===== src/rtl/dmem_arbiter_pkg.sv =====
// Shared definitions for the data-memory arbiter: FSM states and default sizing.
package dmem_arbiter_pkg;

  typedef enum logic [1:0] {
    ST_IDLE   = 2'd0,
    ST_ACCESS = 2'd1,
    ST_RESP   = 2'd2
  } dmem_state_e;

  localparam int unsigned DEF_MEM_WORDS = 64;

endpackage


===== src/rtl/dmem_arbiter_rr_arb2.sv =====
// Combinational two-way round-robin pick: a lone requester wins outright,
// on contention the port that did not win last time is chosen.
module rr_arb2 (
  input  logic req0_i,
  input  logic req1_i,
  input  logic last_grant_i,
  output logic grant_valid_o,
  output logic grant_id_o
);

  // Select the winner from the current requests and the previous grant
  always_comb begin
    grant_valid_o = req0_i | req1_i;
    grant_id_o    = 1'b0;
    if (req0_i && req1_i) begin
      grant_id_o = ~last_grant_i;
    end else if (req1_i) begin
      grant_id_o = 1'b1;
    end
  end

endmodule


===== src/rtl/dmem_arbiter.sv =====
// Two-port arbiter/sequencer in front of a single-port word-addressed data
// memory. Each accepted request runs IDLE -> ACCESS -> RESP, driving the
// memory in ACCESS and returning a one-cycle ack in RESP.
module dmem_arbiter
  import dmem_arbiter_pkg::*;
#(
  parameter int unsigned MEM_WORDS = DEF_MEM_WORDS,
  parameter int unsigned ADDR_W    = 32
) (
  input  logic              clk,
  input  logic              reset,
  input  logic              p0_req,
  input  logic              p0_we,
  input  logic [ADDR_W-1:0] p0_addr,
  input  logic [31:0]       p0_wdata,
  output logic              p0_ack,
  output logic              p0_err,
  output logic [31:0]       p0_rdata,
  input  logic              p1_req,
  input  logic              p1_we,
  input  logic [ADDR_W-1:0] p1_addr,
  input  logic [31:0]       p1_wdata,
  output logic              p1_ack,
  output logic              p1_err,
  output logic [31:0]       p1_rdata,
  output logic              mem_we,
  output logic [ADDR_W-1:0] mem_addr,
  output logic [31:0]       mem_wdata,
  input  logic [31:0]       mem_rdata,
  output logic              busy,
  output logic              grant_id
);

  localparam logic [ADDR_W-3:0] WORD_LIMIT = (ADDR_W-2)'(MEM_WORDS);

  dmem_state_e       state_q, state_d;
  logic              last_grant_q, last_grant_d;
  logic              grant_id_q, grant_id_d;
  logic              latch_en;
  logic              arb_valid, arb_id;
  logic              we_q, err_q;
  logic [ADDR_W-1:0] addr_q;
  logic [31:0]       wdata_q, rdata_q;
  logic              sel_we;
  logic [ADDR_W-1:0] sel_addr;
  logic [31:0]       sel_wdata;
  logic              sel_err;
  logic              in_resp;

  rr_arb2 u_rr_arb2 (
    .req0_i        (p0_req),
    .req1_i        (p1_req),
    .last_grant_i  (last_grant_q),
    .grant_valid_o (arb_valid),
    .grant_id_o    (arb_id)
  );

  // Mux the winning port's fields and classify its address
  always_comb begin
    sel_we    = arb_id ? p1_we    : p0_we;
    sel_addr  = arb_id ? p1_addr  : p0_addr;
    sel_wdata = arb_id ? p1_wdata : p0_wdata;
    sel_err   = (sel_addr[1:0] != 2'b00) || (sel_addr[ADDR_W-1:2] >= WORD_LIMIT);
  end

  // Next-state and grant bookkeeping; requests are only looked at in IDLE
  always_comb begin
    state_d      = state_q;
    last_grant_d = last_grant_q;
    grant_id_d   = grant_id_q;
    latch_en     = 1'b0;
    unique case (state_q)
      ST_IDLE: begin
        if (arb_valid) begin
          state_d      = ST_ACCESS;
          last_grant_d = arb_id;
          grant_id_d   = arb_id;
          latch_en     = 1'b1;
        end
      end
      ST_ACCESS: state_d = ST_RESP;
      ST_RESP:   state_d = ST_IDLE;
      default:   state_d = ST_IDLE;
    endcase
  end

  // State register; last_grant resets to 1 so port 0 wins the first contention
  always_ff @(posedge clk) begin
    if (reset) begin
      state_q      <= ST_IDLE;
      last_grant_q <= 1'b1;
      grant_id_q   <= 1'b0;
    end else begin
      state_q      <= state_d;
      last_grant_q <= last_grant_d;
      grant_id_q   <= grant_id_d;
    end
  end

  // Request latches and read capture; addr/wdata double as the held memory bus
  always_ff @(posedge clk) begin
    if (reset) begin
      we_q    <= 1'b0;
      err_q   <= 1'b0;
      addr_q  <= '0;
      wdata_q <= '0;
      rdata_q <= '0;
    end else begin
      if (latch_en) begin
        we_q    <= sel_we;
        err_q   <= sel_err;
        addr_q  <= sel_addr;
        wdata_q <= sel_wdata;
      end
      if (state_q == ST_ACCESS) begin
        rdata_q <= (!we_q && !err_q) ? mem_rdata : '0;
      end
    end
  end

  // Memory drive and per-port responses; reset gates the write combinationally
  always_comb begin
    in_resp   = (state_q == ST_RESP);
    mem_we    = (state_q == ST_ACCESS) && we_q && !err_q && !reset;
    mem_addr  = addr_q;
    mem_wdata = wdata_q;
    busy      = (state_q != ST_IDLE);
    grant_id  = grant_id_q;
    p0_ack    = in_resp && !grant_id_q;
    p0_err    = in_resp && !grant_id_q && err_q;
    p0_rdata  = (in_resp && !grant_id_q) ? rdata_q : '0;
    p1_ack    = in_resp && grant_id_q;
    p1_err    = in_resp && grant_id_q && err_q;
    p1_rdata  = (in_resp && grant_id_q) ? rdata_q : '0;
  end

endmodule


===== config.mk =====
export PLATFORM = sky130hd
export DESIGN_NAME = dmem_arbiter
export DESIGN_NICKNAME = d
export VERILOG_FILES = /design/src/rtl/dmem_arbiter_pkg.sv /design/src/rtl/dmem_arbiter_rr_arb2.sv /design/src/rtl/dmem_arbiter.sv
export SDC_FILE = /design/constraint.sdc
export NUM_CORES = 1
export LEC_CHECK = 0
export ABC_AREA = 1
export ABC_CLOCK_PERIOD_IN_PS = 1600
export BUFFER_PORTS_ARGS = -buffer_cell sky130_fd_sc_hd__buf_4
export CORE_MARGIN = 10
export CORE_UTILIZATION = 37
export CTS_BUF_LIST = sky130_fd_sc_hd__clkbuf_4
export CTS_CLUSTER_SIZE = 30
export DETAILED_ROUTE_END_ITERATION = 10
export PLACE_DENSITY = 0.72
export SLEW_MARGIN = 15
export SYNTH_ARGS = -nofsm -noshare
export SYNTH_HDL_FRONTEND = slang
export SYNTH_SLANG_ARGS = --single-unit

===== constraint.sdc =====
create_clock -name clk -period 1.6 [get_ports clk]
set_clock_uncertainty 0.2 [all_clocks]
set_input_delay 0.32 -clock clk [delete_from_list [all_inputs] [get_ports clk]]
set_output_delay 0.32 -clock clk [all_outputs]
set_load 0.1 [all_outputs]

==> impl_results.md, run 1 <==
* Most frequent cells after synthesis: 152 x nand2_1, 102 x dfxtp_1, 91 x nor2_1, 67 x o21ai_0, 55 x a31oi_1
* CTS Root Cell: clkbuf_4
* Post-synth top area share at 0.434
* Port buffer count at 300
* CTS buffer count at 9
* Post-DP HPWL at 16.1 mm
* Initial Utilization at 0.376
* EDFF count, synth at 0
* Post-synth top area cell: dfxtp_1
* Pin count of the biggest net entering global routing at 65
* Register area share after synthesis at 0.434
* Seq cells post-synth at 102
* Failing step: 5_1_grt
* Ys Warns at 0
* # IOs at 301
* Initial antenna violation count at 21
* Dpl ws at -285 ps
* GRT Overall Usage at 0.837
* Largest cells by area after synthesis: dfxtp_1 43%, nand2_1 12%, a31oi_1 7.3%
* Grt ovf at 758
* Mean Syn Cell Area at 6.94 µm²
* Netlist cell types at 20
* # H-tree levels at 3
* Die extent in x at 133 µm
* CTS sink count at 102
* Die Y at 133 µm
* Post-GRT worst EP: p1_rdata[11]
* Worst_ep kind: primary output
* Async S/R FF share, synth at 0
* RePlAce Congestion at 0.857
* Post-Synthesis Cells at 678
* First Err: [ERROR GRT-0232] Routing congestion too high. Check the congestion heatmap in the GUI.
* Syn nets at 844
* Longest Clk Path Bufs at 2
* Status: stopped before the end
* Most used DFF post-synth: dfxtp_1
* Most common cell in the netlist: nand2_1
* Mapped Area at 4700 µm²
* Standard-cell rows at 41
[per-stage QoR]
step / std cells / TNS, ps / instance area (µm²)
2_1_floorplan: 678 / -79320 / 5390
3_3_place_gp: 1177 / -18430 / 8210
3_5_place_dp: 1177 / -21500 / 8210
4_1_cts: 1309 / -40780 / 11200
[cells by family after synthesis]
kind of cell | count (synthesis) | share of synthesized area
compound gates | 199 | 0.243
buf+inv | 105 | 0.0931
flops | 102 | 0.434
simple gates | 272 | 0.229
[repair_timing]
action	CTS
pin swaps	5
setup buffers	7
gates cloned	3
endpoints found under the setup margin	212
resized for setup	441
endpoints found under the hold margin	74
hold buffers	108
[layer usage]
metal  track usage  GRT overflow
met1         0.754             2
met4         0.928           172
met3         0.709             0
met2          1.06           584
met5         0.102             0
==> inputs of run 2 (changes only) <==
--- a/config.mk
+++ b/config.mk
@@ -6,14 +6,12 @@
 export NUM_CORES = 1
 export LEC_CHECK = 0
 export ABC_AREA = 1
-export ABC_CLOCK_PERIOD_IN_PS = 1600
+export ABC_CLOCK_PERIOD_IN_PS = 2100
 export BUFFER_PORTS_ARGS = -buffer_cell sky130_fd_sc_hd__buf_4
 export CORE_MARGIN = 10
-export CORE_UTILIZATION = 37
-export CTS_BUF_LIST = sky130_fd_sc_hd__clkbuf_4
-export CTS_CLUSTER_SIZE = 30
+export CORE_UTILIZATION = 22
 export DETAILED_ROUTE_END_ITERATION = 10
-export PLACE_DENSITY = 0.72
+export PLACE_DENSITY_LB_ADDON = 0.15
 export SLEW_MARGIN = 15
 export SYNTH_ARGS = -nofsm -noshare
 export SYNTH_HDL_FRONTEND = slang
==> constraint.sdc (replaced) <==
create_clock -name clk -period 2.1 [get_ports clk]
set_clock_uncertainty 0.2 [all_clocks]
set_input_delay 0.42 -clock clk [delete_from_list [all_inputs] [get_ports clk]]
set_output_delay 0.42 -clock clk [all_outputs]
set_load 0.1 [all_outputs]
==> impl_results.md, run 2 <==
* Most common cell after layout, fill and taps aside: buf_4
* Final period utilization at 1.07
* Via count at 5542
* Critical path's largest stage delay at 370 ps
* Largest family of logic cells by synthesized area: compound AO/OA/AOI/OAI gates (unchanged)
* Simple-Gate Fraction of Synth Area at 0.229 (unchanged)
* CP Data Required Time at 1480 ps
* # IOs at 301 (unchanged)
* Initial antenna violation count at 0
* PD cells at 732 nW/µm²
* Mapped Area at 4700 µm² (unchanged)
* Filler Cell Count at 2121
* Mux contribution to synthesized area at 0 (unchanged)
* Nets at 1127
* Highest clock rate at 444 MHz
* Post-Synth Adder-Cell Area at 0 (unchanged)
* RePlAce Congestion at 0.790 (was 0.857)
* Post-synthesis compound-gate area fraction at 0.243 (unchanged)
* CP max FO at 3
* Arr. time, crit path at 1630 ps
* Leak Pwr at 3.82 nW
* Worst vdd ir at 0.364 mV
* CTS buffer count at 9 (unchanged)
* Setup violators final at 63
* Clock latency on the worst-skew pair at 350 ps
* Tot Pwr at 6.67 mW
* Fraction of layout instances using a drive strength above 1 at 0.441
* Worst path slowest cell: dfxtp_4
* Post-DP HPWL at 16.0 mm (was 16.1 mm)
* Async S/R FF share, synth at 0 (unchanged)
* Register area at 2050 µm²
* Hold Vio Cnt, Final at 0
* Diodes inserted at 0
* GRT Overall Usage at 0.144
* Worst Setup Path Type: flop to output pin
* Final Max Slew Viols at 0
* Post-synth top area share at 0.434 (unchanged)
* Grt ovf at 0
* Min Hold Slack at 67.0 ps
* Post-route minimum period at 2250 ps
* Most common cell in the netlist: nand2_1 (unchanged)
* Pin count of the biggest net entering global routing at 119
* Core Area at 21000 µm²
* Post-synth top area cell: dfxtp_1 (unchanged)
* Failing checks: setup timing
* Most frequent cells after synthesis: 152 x nand2_1, 102 x dfxtp_1, 91 x nor2_1, 67 x o21ai_0, 55 x a31oi_1 (unchanged)
* Worst-path clk slew at 70 ps
* Initial Utilization at 0.224 (was 0.376)
* MaxCap Viol Count at 0
* Register area share after synthesis at 0.434 (unchanged)
* Die extent in x at 166 µm (was 133 µm)
* Drt total wl at 21.3 mm
* Setup slack after layout at -154 ps
* DR WL/cell at 17.2 µm
* TNS Setup at -6610 ps
* Max-slew headroom at 0.589
* Longest Clk Path Bufs at 2 (unchanged)
* Post-Synthesis Cells at 678 (unchanged)
* Full die area at 27600 µm²
* CTS tree: built
* Syn nets at 844 (unchanged)
* Iter 0 DRT Violations at 234
* Residual DRC at 0
* Port buffer count at 300 (unchanged)
* Die Y at 166 µm (was 133 µm)
* CP endpoint kind: output pin
* Slew @ Worst Pin at 616 ps
* Final Util at 0.434
* Commonest non-fill, non-tap cells in the layout: 245 x buf_4, 151 x nand2_1, 100 x dfxtp_1
* Ys Warns at 0 (unchanged)
* Mean Syn Cell Area at 6.94 µm² (unchanged)
* R2R setup slack at 250 ps
* First-pass iteration count of the detailed router at 5
* # H-tree levels at 3 (unchanged)
* Vias/cell at 4.47
* Netlist cell types at 20 (unchanged)
* CTS Root Cell: clkbuf_16 (was clkbuf_4)
* First-pass GRT wire length at 32.5 mm
* Vias in the first global route at 5582
* Status: complete, but fails checks (was stopped before the end)
* Post-Place Cells at 1218 (was 1177)
* Seq cells post-synth at 102 (unchanged)
* CTS sink count at 102 (unchanged)
* Standard-cell rows at 53 (was 41)
* Xor/xnor share of the synthesized area at 0 (unchanged)
* Antenna viol nets, final at 0
* RSZ-0062 raised after global routing: yes
* Critical-path cell list: inv_2, nor3_4, buf_6, clkinvlp_4, buf_4, nor2_4, buf_12
* Area Overhead vs Synth at 93.8%
* Largest cells by area after synthesis: dfxtp_1 43%, nand2_1 12%, a31oi_1 7.3% (unchanged)
* Hold WC Path Type: input port to flop
* Crit path launch type: flop
* EDFF count, synth at 0 (unchanged)
* Cell Count, Final, Fillers Out at 1241
* Most used DFF post-synth: dfxtp_1 (unchanged)
* Area of the multi-input gates at 2770 µm²
==> run 2: cell type report <==
type	count	area share
clock buffer	9	0.0247
sequential	102	0.225
timing repair buffer	327	0.378
multi-input combinational	471	0.303
clock inverter	7	0.00975
inverter	49	0.0207
timing repair inverter	1	0.000824
tap	275	0.0378
==> run 2: final timing paths <==
check,from,depth (start not counted),to
setup / recovery,grant_id,7,p1_rdata[14]
hold / removal,reset,2,state_q[1]
setup reg to reg,last_grant_q,12,err_q
hold reg to reg,last_grant_q,2,last_grant_q
==> run 2: metrics by stage <==
stage	setup WS [ps]	cell area (µm²)
after floorplan	-899	5360
after global placement	78.5	7840
after detailed placement	58.1	7840
after CTS	-175	9070
after global routing	-241	9110
final	-154	9110
==> run 2: power by group <==
part / switching [mW] / internal, mW / total, mW
logic: 1.93 / 0.684 / 2.62
registers: 0.0985 / 2.15 / 2.25
clock network: 0.853 / 0.958 / 1.81
total: 2.88 / 3.79 / 6.67
==> run 2: kinds of logic after synthesis <==
| kind of cell | after synthesis |
|---|---|
| and+or+nand+nor | 272 |
| AOI/OAI and AO/OA | 199 |
| DFF | 102 |
| buffers and inverters | 105 |
==> run 2: per-layer routing <==
metal | track usage | part of all wire | vias up
li1 | - | - | 2845
met1 | 0.169 | 0.42 | 2475
met2 | 0.236 | 0.46 | 210
met3 | 0.0681 | 0.10 | 12
met4 | 0.0312 | 0.011 | 0
met5 | 0 | 0 | -
==> run 2: worst max-delay path: cells and delay by family (launching register included) <==
kind                   cells  cell delay (ps)
buffers and inverters      5              590
DFF                        1              370
and+or+nand+nor            2              320
==> run 2: timing repair <==
item,in CTS,in global routing
resized for setup,206,11
cloned,2,0
hold buffers,0,0
buffers inserted,5,0
endpoints found under the setup margin,67,66
pin swaps,6,0
hold endpoints to repair,0,0
(Power assumes the default switching activity.)
==> inputs of run 3 (changes only) <==
--- a/config.mk
+++ b/config.mk
@@ -15,4 +15,5 @@
 export SLEW_MARGIN = 15
 export SYNTH_ARGS = -nofsm -noshare
 export SYNTH_HDL_FRONTEND = slang
+export SYNTH_HIERARCHICAL = 1
 export SYNTH_SLANG_ARGS = --single-unit
==> impl_results.md, run 3 <==
* Status: complete, but fails checks (unchanged)
* Failing checks: setup timing (unchanged)
* Drt total wl at 21.0 mm (was 21.3 mm)
* Antenna viol nets, final at 0 (unchanged)
* CP endpoint kind: output pin (unchanged)
* Async S/R FF share, synth at 0 (unchanged)
* Most common cell in the netlist: nand2_1 (unchanged)
* Post-DP HPWL at 16.3 mm (was 16.0 mm)
* CTS tree: built (unchanged)
* Netlist cell types at 23 (was 20)
* Met3 GRT Util at 0.0645 (was 0.0681)
* Worst-path clk slew at 70 ps (about the same)
* Post-Synthesis Cells at 703 (was 678)
* Pin count of the biggest net entering global routing at 65 (was 119)
* Delay-heaviest family, CP: buffers and inverters (unchanged)
* Crit path launch type: flop (unchanged)
* Diodes inserted at 0 (unchanged)
* Hold Vio Cnt, Final at 0 (unchanged)
* RSZ-0062 raised after global routing: yes (unchanged)
* Mean Syn Cell Area at 6.76 µm² (was 6.94 µm²)
* Most used DFF post-synth: dfxtp_1 (unchanged)
* Hold path cells at 2 (unchanged)
* Full die area at 27900 µm² (was 27600 µm²)
* RePlAce Congestion at 0.753 (was 0.790)
* Final Max Slew Viols at 0 (unchanged)
* Setup slack after layout at -105 ps (was -154 ps)
* Fraction of layout instances using a drive strength above 1 at 0.431 (was 0.441)
* GRT Overall Usage at 0.143 (was 0.144)
* CP max FO at 12 (was 3)
* Residual DRC at 0 (unchanged)
* Post-Place Cells at 1250 (was 1218)
* Longest Clk Path Bufs at 2 (unchanged)
* CP Data Required Time at 1480 ps (about the same)
* Met1 usage at 0.163 (was 0.169)
* Arr. time, crit path at 1580 ps (was 1630 ps)
* Cell Count, Final, Fillers Out at 1270 (was 1241)
* Worst vdd ir at 0.354 mV (was 0.364 mV)
* Critical path's largest stage delay at 370 ps (about the same)
* Max-slew headroom at 0.604 (was 0.589)
* Die extent in x at 167 µm (was 166 µm)
* Post-route minimum period at 2200 ps (was 2250 ps)
* Syn nets at 869 (was 844)
* Grt ovf at 0 (unchanged)
* CTS sink count at 102 (unchanged)
* PD cells at 731 nW/µm² (was 732 nW/µm²)
* Iter 0 DRT Violations at 170 (was 234)
* Initial Utilization at 0.225 (was 0.224)
* Worst path bufs/invs at 4 (was 5)
* Gr busiest metal: met2 (unchanged)
* CTS buffer count at 9 (unchanged)
* Initial antenna violation count at 0 (unchanged)
* Slew @ Worst Pin at 594 ps (was 616 ps)
* Worst Setup Path Type: flop to output pin (unchanged)
* Ys Warns at 6 (was 0)
* Via count at 5497 (was 5542)
* Hold WC Path Type: input port to flop (unchanged)
* First-pass iteration count of the detailed router at 4 (was 5)
* Largest cells by area after synthesis: dfxtp_1 43%, nand2_1 14%, nor2_1 11% (was dfxtp_1 43%, nand2_1 12%, a31oi_1 7.3%)
* CTS Root Cell: clkbuf_16 (unchanged)
* Clock latency on the worst-skew pair at 340 ps (was 350 ps)
* Highest clock rate at 454 MHz (was 444 MHz)
* Seq cells post-synth at 102 (unchanged)
* Port buffer count at 300 (unchanged)
* Stages on worst setup path at 6 (was 7)
* Leak Pwr at 3.96 nW (was 3.82 nW)
* Nets at 1157 (was 1127)
* GR Util met2 at 0.236 (about the same)
* Core Area at 21200 µm² (was 21000 µm²)
* Most frequent cells after synthesis: 171 x nand2_1, 141 x nor2_1, 102 x dfxtp_1, 52 x inv_1, 52 x o21ai_0 (was 152 x nand2_1, 102 x dfxtp_1, 91 x nor2_1, 67 x o21ai_0, 55 x a31oi_1)
* Area Overhead vs Synth at 93.3% (was 93.8%)
* DR WL/cell at 16.5 µm (was 17.2 µm)
* Vias/cell at 4.33 (was 4.47)
* Commonest non-fill, non-tap cells in the layout: 249 x buf_4, 170 x nand2_1, 99 x dfxtp_1 (was 245 x buf_4, 151 x nand2_1, 100 x dfxtp_1)
* # IOs at 301 (unchanged)
* Standard-cell rows at 53 (unchanged)
* First-pass GRT wire length at 32.2 mm (was 32.5 mm)
* Dpl ws at 86.3 ps (was 58.1 ps)
* Worst path slowest cell: dfxtp_4 (unchanged)
* Critical-path cell list: inv_2, nor3_4, inv_4, buf_16, nor2_4, buf_12 (was inv_2, nor3_4, buf_6, clkinvlp_4, buf_4, nor2_4, buf_12)
* Reg2Reg Depth at 11 (was 12)
* Most common cell after layout, fill and taps aside: buf_4 (unchanged)
* Post-synth top area cell: dfxtp_1 (unchanged)
* Vias in the first global route at 5564 (was 5582)
* Register area share after synthesis at 0.430 (was 0.434)
* MaxCap Viol Count at 0 (unchanged)
* Post-synth top area share at 0.430 (was 0.434)
* EDFF count, synth at 0 (unchanged)
* Die Y at 167 µm (was 166 µm)
* Final period utilization at 1.05 (was 1.07)
* # H-tree levels at 3 (unchanged)
* Mapped Area at 4750 µm² (was 4700 µm²)
* Setup violators final at 62 (was 63)
run 3: cell types whose count changed after synthesis, moves of 5 or more:
cell | previous run | this run
a31oi_1 | 55 | 33
a21oi_1 | 43 | 36
nand3_1 | 17 | 2
buf_1 | 5 | 0
nand3b_1 | 6 | 0
nor2_1 | 91 | 141
a211oi_1 | 32 | 40
o21ai_0 | 67 | 52
nand2_1 | 152 | 171
run 3: cell type report:
| cell class | instances | area [µm²] |
|---|---|---|
| tap | 275 | 344 |
| fill | 2147 | 12000 |
| clock inverter | 4 | 72.6 |
| inverter | 55 | 218 |
| multi-input combinational | 492 | 2760 |
| clock buffer | 11 | 233 |
| timing repair buffer | 331 | 3510 |
| sequential | 102 | 2050 |
run 3: final timing paths:
kind,startpoint,end,slack (ps)
setup / recovery,grant_id,p1_rdata[10],-100
hold / removal,reset,state_q[1],50
setup reg to reg,last_grant_q,err_q,270
hold reg to reg,mem_addr[21],mem_addr[21],290
run 3: kinds of logic after synthesis:
logic type / after synthesis / synth area share
AO/OA/AOI/OAI: 169 / 0.209
flip-flops: 102 / 0.430
buffers and inverters: 109 / 0.101
AND/OR/NAND/NOR: 323 / 0.260
run 3: routing by layer:
layer  wire length [µm]  part of all wire
met2               9970              0.47
met4                238             0.011
met1               8740              0.42
met3               2070             0.099
met5                  0                 0
run 3: worst register-to-register path, cell delays in order, from the launching register on:
cell	delay [ps]
dfxtp_1	340
a21oi_4	240
inv_4	160
buf_12	190
nand2_1	50
nand2_1	60
nor2_1	110
nand2_1	60
nor2_1	100
nand3_1	80
nor2_1	90
nor2_1	40
run 3: through the flow:
stage / TNS, ps / cell area (µm²) / hold WS, ps / total power [mW] / util
floorplan: -52060 / 5410 / 243 / 4.17 / -
global placement: 0 / 7970 / 266 / 4.95 / 0.377
detailed placement: 0 / 7970 / 275 / 4.95 / 0.377
CTS: -6080 / 9080 / 28.0 / 6.82 / 0.429
global route: -10070 / 9180 / 36.1 / 7.04 / 0.434
finish: -4290 / 9180 / 48.5 / 6.71 / 0.434
run 3: repair_timing:
action,4_1_cts,5_1_grt
cloned,0,2
resized for setup,193,13
pin swaps,5,1
hold buffers,0,0
endpoints found under the setup margin,67,67
buffers inserted,2,1
run 3: where the power goes:
part	internal (mW)	total (mW)	switching (mW)	leakage [nW]
clock network	1.04	1.79	0.755	0.146
registers	2.15	2.25	0.101	0.847
logic	0.730	2.67	1.94	2.97
total	3.92	6.71	2.79	3.96
